==> src/rtl/fsm_frame_tx.sv <==
// Serial frame transmitter: preamble 1,0,1, payload LSB first, optional even parity, then a zero gap.
// Optional parity bit is enabled by defining FSM_FRAME_TX_PARITY_EN.
module fsm_frame_tx #(
  parameter int DATA_W    = 8,
  parameter int IDLE_BITS = 2
) (
  input  logic              clk,
  input  logic              areset,
  input  logic              in_valid,
  input  logic [DATA_W-1:0] in_data,
  output logic              in_ready,
  output logic              out,
  output logic              busy,
  output logic              frame_done,
  output logic [2:0]        dbg_state
);

  // Handshake: a word transfers on a rising edge where in_valid && in_ready;
  // in_ready is high only in IDLE and in_data is ignored at all other times.

  localparam int CNT_MAX = (DATA_W > IDLE_BITS) ? ((DATA_W > 2) ? DATA_W : 2)
                                                : ((IDLE_BITS > 2) ? IDLE_BITS : 2);
  localparam int CNT_W = $clog2(CNT_MAX);
  localparam logic [CNT_W-1:0] DATA_LAST = CNT_W'(DATA_W - 1);
  localparam logic [CNT_W-1:0] GAP_LAST  = CNT_W'((IDLE_BITS > 0) ? IDLE_BITS - 1 : 0);

  typedef enum logic [2:0] {
    IDLE = 3'd0,
    PRE1 = 3'd1,
    PRE0 = 3'd2,
    PRE2 = 3'd3,
    DATA = 3'd4,
    PAR  = 3'd5,
    GAP  = 3'd6
  } state_t;

  localparam state_t AFTER_PAR = (IDLE_BITS > 0) ? GAP : IDLE;
`ifdef FSM_FRAME_TX_PARITY_EN
  localparam state_t AFTER_DATA = PAR;
`else
  localparam state_t AFTER_DATA = AFTER_PAR;
`endif

  state_t            state_q, state_d;
  logic [DATA_W-1:0] shift_q, shift_d;
  logic [CNT_W-1:0]  cnt_q, cnt_d;
  logic              out_q, out_d;
  logic              busy_q, busy_d;
  logic              frame_done_q, frame_done_d;
  logic              in_ready_q, in_ready_d;
`ifdef FSM_FRAME_TX_PARITY_EN
  logic [DATA_W-1:0] word_q, word_d;
`endif

  always_comb begin
    state_d = state_q;
    shift_d = shift_q;
    cnt_d   = cnt_q;
`ifdef FSM_FRAME_TX_PARITY_EN
    word_d  = word_q;
`endif
    case (state_q)
      IDLE: begin
        if (in_valid) begin
          state_d = PRE1;
          shift_d = in_data;
`ifdef FSM_FRAME_TX_PARITY_EN
          word_d  = in_data;
`endif
        end
      end
      PRE1: state_d = PRE0;
      PRE0: state_d = PRE2;
      PRE2: begin
        state_d = DATA;
        cnt_d   = '0;
      end
      DATA: begin
        if (cnt_q == DATA_LAST) begin
          state_d = AFTER_DATA;
          cnt_d   = '0;
        end else begin
          cnt_d   = cnt_q + 1'b1;
          shift_d = shift_q >> 1;
        end
      end
      PAR: state_d = AFTER_PAR;
      GAP: begin
        if (cnt_q == GAP_LAST) begin
          state_d = IDLE;
          cnt_d   = '0;
        end else begin
          cnt_d = cnt_q + 1'b1;
        end
      end
      default: begin
        state_d = IDLE;
        cnt_d   = '0;
      end
    endcase

    // Outputs are decoded from the next state so they register alongside it.
    out_d = 1'b0;
    case (state_d)
      PRE1, PRE2: out_d = 1'b1;
      DATA:       out_d = shift_d[0];
`ifdef FSM_FRAME_TX_PARITY_EN
      PAR:        out_d = ^word_d;
`endif
      default:    out_d = 1'b0;
    endcase
`ifdef FSM_FRAME_TX_PARITY_EN
    frame_done_d = (state_d == PAR);
`else
    frame_done_d = (state_d == DATA) && (cnt_d == DATA_LAST);
`endif
    busy_d     = (state_d != IDLE);
    in_ready_d = (state_d == IDLE);
  end

  always_ff @(posedge clk or posedge areset) begin
    if (areset) begin
      state_q      <= IDLE;
      shift_q      <= '0;
      cnt_q        <= '0;
      out_q        <= 1'b0;
      busy_q       <= 1'b0;
      frame_done_q <= 1'b0;
      in_ready_q   <= 1'b1;
`ifdef FSM_FRAME_TX_PARITY_EN
      word_q       <= '0;
`endif
    end else begin
      state_q      <= state_d;
      shift_q      <= shift_d;
      cnt_q        <= cnt_d;
      out_q        <= out_d;
      busy_q       <= busy_d;
      frame_done_q <= frame_done_d;
      in_ready_q   <= in_ready_d;
`ifdef FSM_FRAME_TX_PARITY_EN
      word_q       <= word_d;
`endif
    end
  end

  assign out        = out_q;
  assign busy       = busy_q;
  assign frame_done = frame_done_q;
  assign in_ready   = in_ready_q;
  assign dbg_state  = state_q;

endmodule
==> config.mk <==
export PLATFORM = sky130hd
export DESIGN_NAME = fsm_frame_tx
export DESIGN_NICKNAME = d
export VERILOG_FILES = /design/src/rtl/fsm_frame_tx.sv
export SDC_FILE = /design/constraint.sdc
export NUM_CORES = 1
export LEC_CHECK = 0
export CORE_UTILIZATION = 25
export DETAILED_ROUTE_END_ITERATION = 10
export DONT_BUFFER_PORTS = 1
export SYNTH_ARGS = -nofsm -noshare
export SYNTH_HDL_FRONTEND = slang
export SYNTH_SLANG_ARGS = --single-unit
export TNS_END_PERCENT = 100
==> constraint.sdc <==
create_clock -name clk -period 6.7 [get_ports clk]
set_clock_uncertainty 0.15 [all_clocks]
set_input_delay 1.005 -clock clk [delete_from_list [all_inputs] [get_ports clk]]
set_output_delay 1.005 -clock clk [all_outputs]
set_load 0.05 [all_outputs]
## Word-level counts from Yosys, hierarchy flattened

Index checks and enable logic that the tools add are counted.

- Register bits: 18
- Bits in latches: 0
- Memory bits (writable): 0
- Memory bits (read-only): 0
- Output and inout bits: 7
- Memories: 0

- $add $sub $neg: 1
- Multipliers: 0
- Divide/modulo/power cells: 0
- $lt $le $gt $ge: 0
- Equal/unequal tests: 14
- Shift operators: 0
- Muxes and demuxes: 11
- Bitwise gates (word level): 0
- Reduce and logical (&&, ||, !) cells: 8

Operator list:

| operator | number |
|---|---|
| 3-bit case mux with 7 select lines | 1 |
| 3-bit equality test (second input constant) | 6 |
| 8-bit two-way mux | 2 |
| 8-bit case mux with 2 select lines | 1 |
| 3-bit two-way mux | 5 |
| 3-bit by 1-bit equality test with 1-bit output (second input constant) | 3 |
| 3-bit by 2-bit equality test with 1-bit output (second input constant) | 3 |
| 3-bit case mux with 3 select lines | 1 |
| 3-bit zero test | 2 |
| 2-bit inequality test (second input constant) | 2 |
| 4-bit OR reduction | 1 |
| 3-bit by 1-bit adder with 3-bit output (second input constant) | 1 |
| 3-bit AND reduction | 1 |
| 3-bit nonzero test | 1 |
| 1-bit case mux with 2 select lines | 1 |
| 2-bit nonzero test | 1 |
| 2-bit OR reduction | 1 |
| 1-bit logical AND | 1 |

## Longest topological paths before layout

Gate-level depths: netlist (run 1).

- Depth after elaboration: 6
- Depth in mapped cells: 6
- Gate-level depth less buffers: 6

## Least setup slack after synthesis (run 1)

OpenSTA, ideal clock, no wires.

- Kind: input to register
- Start point: input port in_valid
- End point: register out_q (netlist: out)
- Setup time: 0.118 ns
- Data arrival time: 1.874 ns
- Required time: 6.432 ns
- Path slack: 4.558 ns
- Cell stages on the path: 4
- Buffers on the path: 0
- Path through: nor4b_4 nor2_2 a22o_1 a21o_1

- Elaborated cells on any way between the ends: 9
- Classes of those cells: eq/ne (3); mux (5); reduce/logical (1)

RTL lines:

| what | line | source |
|---|---|---|
| start: declaration | 9 | `input logic in_valid,` |
| 8-bit two-way mux | 64 | `if (in_valid) begin` |
| 8-bit case mux with 2 select lines | 62 | `case (state_q)` |
| via shift_d[0] | 45 | `logic [DATA_W-1:0] shift_q, shift_d;` |
| 1-bit case mux with 2 select lines | 104 | `case (state_d)` |
| via out_d | 47 | `logic out_q, out_d;` |
| end signal: assignment | 137 | `out_q <= out_d;` |
| end: declaration | 47 |  |

The timed path passes the listed nets, and every way through them passes these cells. The select of a mux whose other input is x is not followed.
A chain may end at the register's enable or synchronous reset.

## Final worst setup path (run 1)

- Start point: register state_q[0] (netlist: dbg_state[0])
- End point: output port dbg_state[0]

RTL lines:

| what | line | source |
|---|---|---|
| start: declaration | 44 | `state_t state_q, state_d;` |
| start signal: assignment | 134 | `state_q <= state_d;` |
| end: declaration | 15 | `output logic [2:0] dbg_state` |

No word-level cell between the ends.

==> qor.yml, run 1 <==
synth-seq-cells: 18
power.density_nw_per_um2: 497.6
num_vias: 642
synth.avg_cell_area_um2: 10.56
grt_setup_unrepaired: "no"
final_cells: 133
grt_pass1_vias: 659
post_cts_resize_count: 0
cp.arrival_ps: 1290
drive_above_1_share_pct: 9.195
grt_pass1_wl_mm: 2.898
cts_htree_levels: 1
path_class: "flip-flop to output port"
final_util_pct: 28.64
fp-row-count: 21
synthTopCellsByArea: "dfrtp_1 (47%), nand2_1 (7.0%), ha_1 (5.5%), nor4b_4 (5.2%), a22oi_1 (5.0%)"
synth.top_cell.area_share_pct: 46.83
ant_nets: 0
dp_hpwl_mm: 1.256
initial_core_util_pct: 26.59
leakagePower_nw: 0.4525
cts_hold_buf: 0
report.final.slew_viol_count: 0
placed_cells: 129
clk_pin_slew_worst_paths_ps: 90
numCtsBuffers: 3
gp_congestion: 0.7648
mappedNetlistArea_um2: 908.4
yosys-top-cells-count: "dfrtp_1 (17), nand2_1 (17), a22oi_1 (6)"
globalRouteTotalUtil_pct: 9.116
cts_root_buffer: "clkbuf_4"
dr.pass1.iters: 4
setup-tns-final_ps: 0
synthFlopType: "dfrtp_1"
wire_per_inst_um: 12.86
die_area_um2: 3879
synth_edf_count: 0
portBuffers: 0
slew_headroom_pct: 33.90
clk_latency_ps: 280
overflow: 0
fin_crit_sh_pct: 36.50
cts_tree: "built"
ys_async_sr_fraction_pct: 100.0
finalHoldViolations: 0
timing.final.crit_period_ps: 2446
cts_buffer_depth: 2
drtIter0Drc: 20
rrSetupSlack_ps: 4260
syn2layout_area_growth_pct: 7.713
hold_path.class: "flip-flop to flip-flop"
end_kind: "output port"
drv_cap: 0
post_cts_buffers: 0
yosysSeqAreaShare_pct: 49.72
fmax_ghz: 0.4089
peakVddDrop_v: 0.0001754
finalSetupViolations: 0
io_pins: 18
routed_via_density: 4.827
die_w_um: 62.28
core_area_um2: 3416
hold_ws_ps: 343.5
critPathLaunchType: "flip-flop"
worstMarginPinSlew_ps: 991.4
die_h_um: 62.28
critical_path_required_ps: 5540
grt_max_degree: 19
outcome: "finished clean"
crit_path_max_fanout: 15
diodes: 0
yosysWarnings: 0
yosysTopAreaCell: "dfrtp_1"
nNetsFinal: 103
cts_sinks: 18
synthCells: 86
antenna_found_initial: 0
drt_wl_total_mm: 1.710
route.detailed.drc: 0
ys_types: 30
syn_nets: 101
flip-flops by register name (all words and copies together) (netlist names):
name        flops
frame_done      1
out             1
busy            1
cnt_q           3
shift_q         8
in_ready        1
dbg_state       3
report_power, final:
| group | total [mW] | switching (mW) | internal (mW) |
|---|---|---|---|
| clock network | 0.0521 | 0.0290 | 0.0231 |
| logic | 0.156 | 0.0775 | 0.0788 |
| registers | 0.278 | 0.125 | 0.154 |
| total | 0.487 | 0.231 | 0.256 |
cell type report:
class / count / area [um^2]
clock buffers: 4 / 26.28
inverters: 4 / 15.01
fillers: 377 / 2437
well taps: 46 / 57.56
flip-flops and latches: 18 / 451.7
multi-input cells: 61 / 427.9
metrics by stage:
| step | setup slack (ps) | cell area, um^2 | power, mW |
|---|---|---|---|
| 5_1_grt | 4069 | 978.4 | 0.5263 |
| 4_1_cts | 4229 | 978.4 | 0.4946 |
| 2_1_floorplan | 4558 | 908.4 | 0.4004 |
| 3_5_place_dp | 4253 | 952.2 | 0.4390 |
| 3_3_place_gp | 4318 | 952.2 | 0.4314 |
| 6_report | 4254 | 978.4 | 0.4869 |
cell usage in the layout, fill, tap and decap left out, types with 2 or more instances in the layout:
cell	synthesis	final
nand2_1	17	17
dfrtp_1	17	17
a22oi_1	6	6
inv_1	4	4
ha_1	4	4
nor2_1	3	3
a21oi_1	3	3
mux2i_1	3	3
clkbuf_4	0	3
nor4b_4	2	2
nand2b_1	2	2
o21ai_0	2	2
a22o_1	2	2
nor2b_1	2	2
a21o_1	2	2
path summary, 6_finish.rpt:
kind	from	cells after the start	endpoint
setup reg to reg	dbg_state[2]	4	out
hold / removal	shift_q[1]	2	shift_q[1]
min in group asynchronous	areset	1	shift_q[2]
max in group asynchronous	areset	1	shift_q[4]
hold reg to reg	shift_q[1]	2	shift_q[1]
setup / recovery	dbg_state[0]	0	dbg_state[0]
logic make-up after synthesis:
group	count (synthesis)	synth area share (%)
DFF	18	49.73
AOI/OAI and AO/OA	21	15.98
buffers and inverters	7	3.167
muxes	4	4.545
adders and majority gates	4	5.510
and+or+nand+nor	32	21.08
routing by layer:
metal / wire [um] / vias to the layer above / part of all wire [%] / GRT usage [%]
met4: 6 / 0 / 0.35 / 3.488
met1: 788 / 315 / 46 / 11.75
li1: - / 309 / - / -
met3: 103 / 2 / 6.0 / 1.471
met2: 813 / 16 / 48 / 15.25
met5: 0 / - / 0 / 0
No activity file was read; power rests on OpenSTA's default activity.
==> inputs of run 2 (changes only) <==
- clock period: 6.7 -> 2.4 ns (I/O delays scaled with it)
==> run 2 against run 1 <==
Flip-flop and latch count did not move. First-iteration DRC count fell by 35%. Die area did not move. Non-clock buffer count rose by 6. Clock power rose to 3.5 times the previous value. Hold slack got worse by 300 ps. Cell area rose by 5.9%. Final cell count rose by 4.5%. Highest routed layer unchanged.
==> qor.yml, run 2 (synthesized netlist as in run 1, its figures left out) <==
syn2layout_area_growth_pct: 14.05  # was 7.713%
routed_via_density: 4.842  # was 4.827
seq_power_share_pct: 47.2  # was 57.2%
layout_common_cells: "nand2_1 (17), dfrtp_1 (17), a22oi_1 (6)"  # unchanged
largest_reg_flops: 8  # unchanged
drive_above_1_share_pct: 15.05  # was 9.195%
diodes: 0  # unchanged
p_sw_mw: 0.6721  # was 0.2313 mW
peakVddDrop_v: 0.0004348  # was 0.0001754 V
end_kind: "flip-flop"  # was output port
initial_core_util_pct: 26.59  # unchanged
antenna_found_initial: 0  # unchanged
hold_depth: 2  # unchanged
dr.pass1.iters: 4  # unchanged
critPathLaunchType: "flip-flop"  # unchanged
post-place-ws_ps: 357.6  # was 4253 ps
globalRouteTotalUtil_pct: 10.49  # was 9.116%
final_area_um2: 1036  # was 978.4 um^2
core_area_um2: 3416  # unchanged
num_vias: 673  # was 642
power.share.clock_pct: 12.4  # was 10.7%
wire_per_inst_um: 13.19  # was 12.86 um
fp-row-count: 21  # unchanged
drtIter0Drc: 13  # was 20
finalHoldViolations: 0  # unchanged
dpl_cell_area_um2: 989.7  # was 952.2 um^2
grt_setup_unrepaired: "no"  # unchanged
grt_pass1_vias: 723  # was 659
timing.final.crit_period_ps: 2052
combPwrFrac_pct: 40.3  # was 32.1%
rr_worst_depth: 6  # was 4
leakagePower_nw: 0.4881  # was 0.4525 nW
ant_nets: 0  # unchanged
worstMarginPinSlew_ps: 682.0  # was 991.4 ps
numCtsBuffers: 3  # unchanged
cts_buffer_depth: 2  # unchanged
nNetsFinal: 109  # was 103
drv_cap: 0  # unchanged
path_class: "flip-flop to flip-flop"  # was flip-flop to output port
overflow: 0  # unchanged
hold_path.class: "primary input to flip-flop"  # was flip-flop to flip-flop
die_h_um: 62.28  # unchanged
rrSetupSlack_ps: 350  # was 4260 ps
r2r-start: "cnt_q[0]"  # was dbg_state[2]
hp-start: "in_data[7]"  # was shift_q[1]
dp_hpwl_mm: 1.354  # was 1.256 mm
critical_path_required_ps: 2440  # was 5540 ps
total_power_mw: 1.458  # was 0.4869 mW
slew_headroom_pct: 54.48  # was 33.90%
power.density_nw_per_um2: 1407  # was 497.6 nW/um^2
cts_sinks: 18  # unchanged
r2r_end: "out"  # unchanged
grt_pass1_wl_mm: 3.208  # was 2.898 mm
drt_wl_total_mm: 1.833  # was 1.710 mm
setup-tns-final_ps: 0  # unchanged
outcome: "finished clean"  # unchanged
finalSetupViolations: 0  # unchanged
min_to: "shift_q[7]"  # was shift_q[1]
gp_congestion: 0.7217  # was 0.7648
die_w_um: 62.28  # unchanged
clk_latency_ps: 280  # about the same
grt_max_degree: 19  # unchanged
crit_path_max_fanout: 7  # was 15
intPower_mw: 0.7860  # was 0.2555 mW
switching_share_pct: 46.09  # was 47.51%
io_pins: 18  # unchanged
fin_crit_sh_pct: 85.49
cts_htree_levels: 1  # unchanged
cts_root_buffer: "clkbuf_4"  # unchanged
fmax_ghz: 0.4874
post_cts_buffers: 0  # unchanged
report.final.slew_viol_count: 0  # unchanged
cts_tree: "built"  # unchanged
setup_slack_ps: 348.3  # was 4254 ps
portBuffers: 0  # unchanged
route.detailed.drc: 0  # unchanged
nFillCells: 379  # was 377
largest-register: "shift_q"  # unchanged
cp.arrival_ps: 2090  # was 1290 ps
clk_pin_slew_worst_paths_ps: 100  # was 90 ps
die_area_um2: 3879  # unchanged
-- run 2: area by class of cell --
class	instances	area [um^2]	area share (%)
clock buffer	4	36.28	3.502
inverter	4	15.01	1.449
multi-input combinational	61	427.9	41.30
sequential	18	451.7	43.60
tap	46	57.56	5.556
timing repair buffer	6	47.55	4.589
-- run 2: worst max-delay path by stage --
stage / startpoint / to
global route: cnt_q[0] / out
global placement: cnt_q[0] / out
floorplan: cnt_q[0] / out
CTS: cnt_q[0] / out
finish: cnt_q[0] / out
detailed placement: cnt_q[0] / out
-- run 2: critical path, cell delays in order (launching register included) --
cell,delay (ps)
dfrtp_1,460
ha_1,230
ha_1,250
nor4b_4,320
nor2_2,130
a22o_1,260
a21o_1,160
-- run 2: metrics by stage --
stage / hold WS, ps / cells / utilization, %
final: 46.23 / 139 / 30.33
after global routing: 39.14 / 139 / 30.33
after CTS: 37.22 / 139 / 30.33
after detailed placement: 236.1 / 134 / 28.97
after global placement: 224.2 / 134 / 28.97
after floorplan: 147.8 / 86 / -
-- run 2: routing by layer --
layer  GRT usage (%)  routed length, um
met1           12.69                785
met2           17.45                923
met3           2.022                 92
met4           5.814                 32
met5               0                  0
-- run 2: power groups by stage --
stage | Combinational [mW] | Clock [mW] | Sequential (mW)
floorplan | 0.428 | 0 | 0.690
global placement | 0.573 | 0 | 0.691
detailed placement | 0.589 | 0 | 0.698
CTS | 0.593 | 0.189 | 0.691
global route | 0.660 | 0.204 | 0.721
finish | 0.588 | 0.181 | 0.689
-- run 2: timing repair --
action | in CTS | in global routing
hold buffers | 1 | 0
resized for setup | 0 | 0
endpoints found under the hold margin | 17 | 0
setup endpoints to repair | 0 | 0
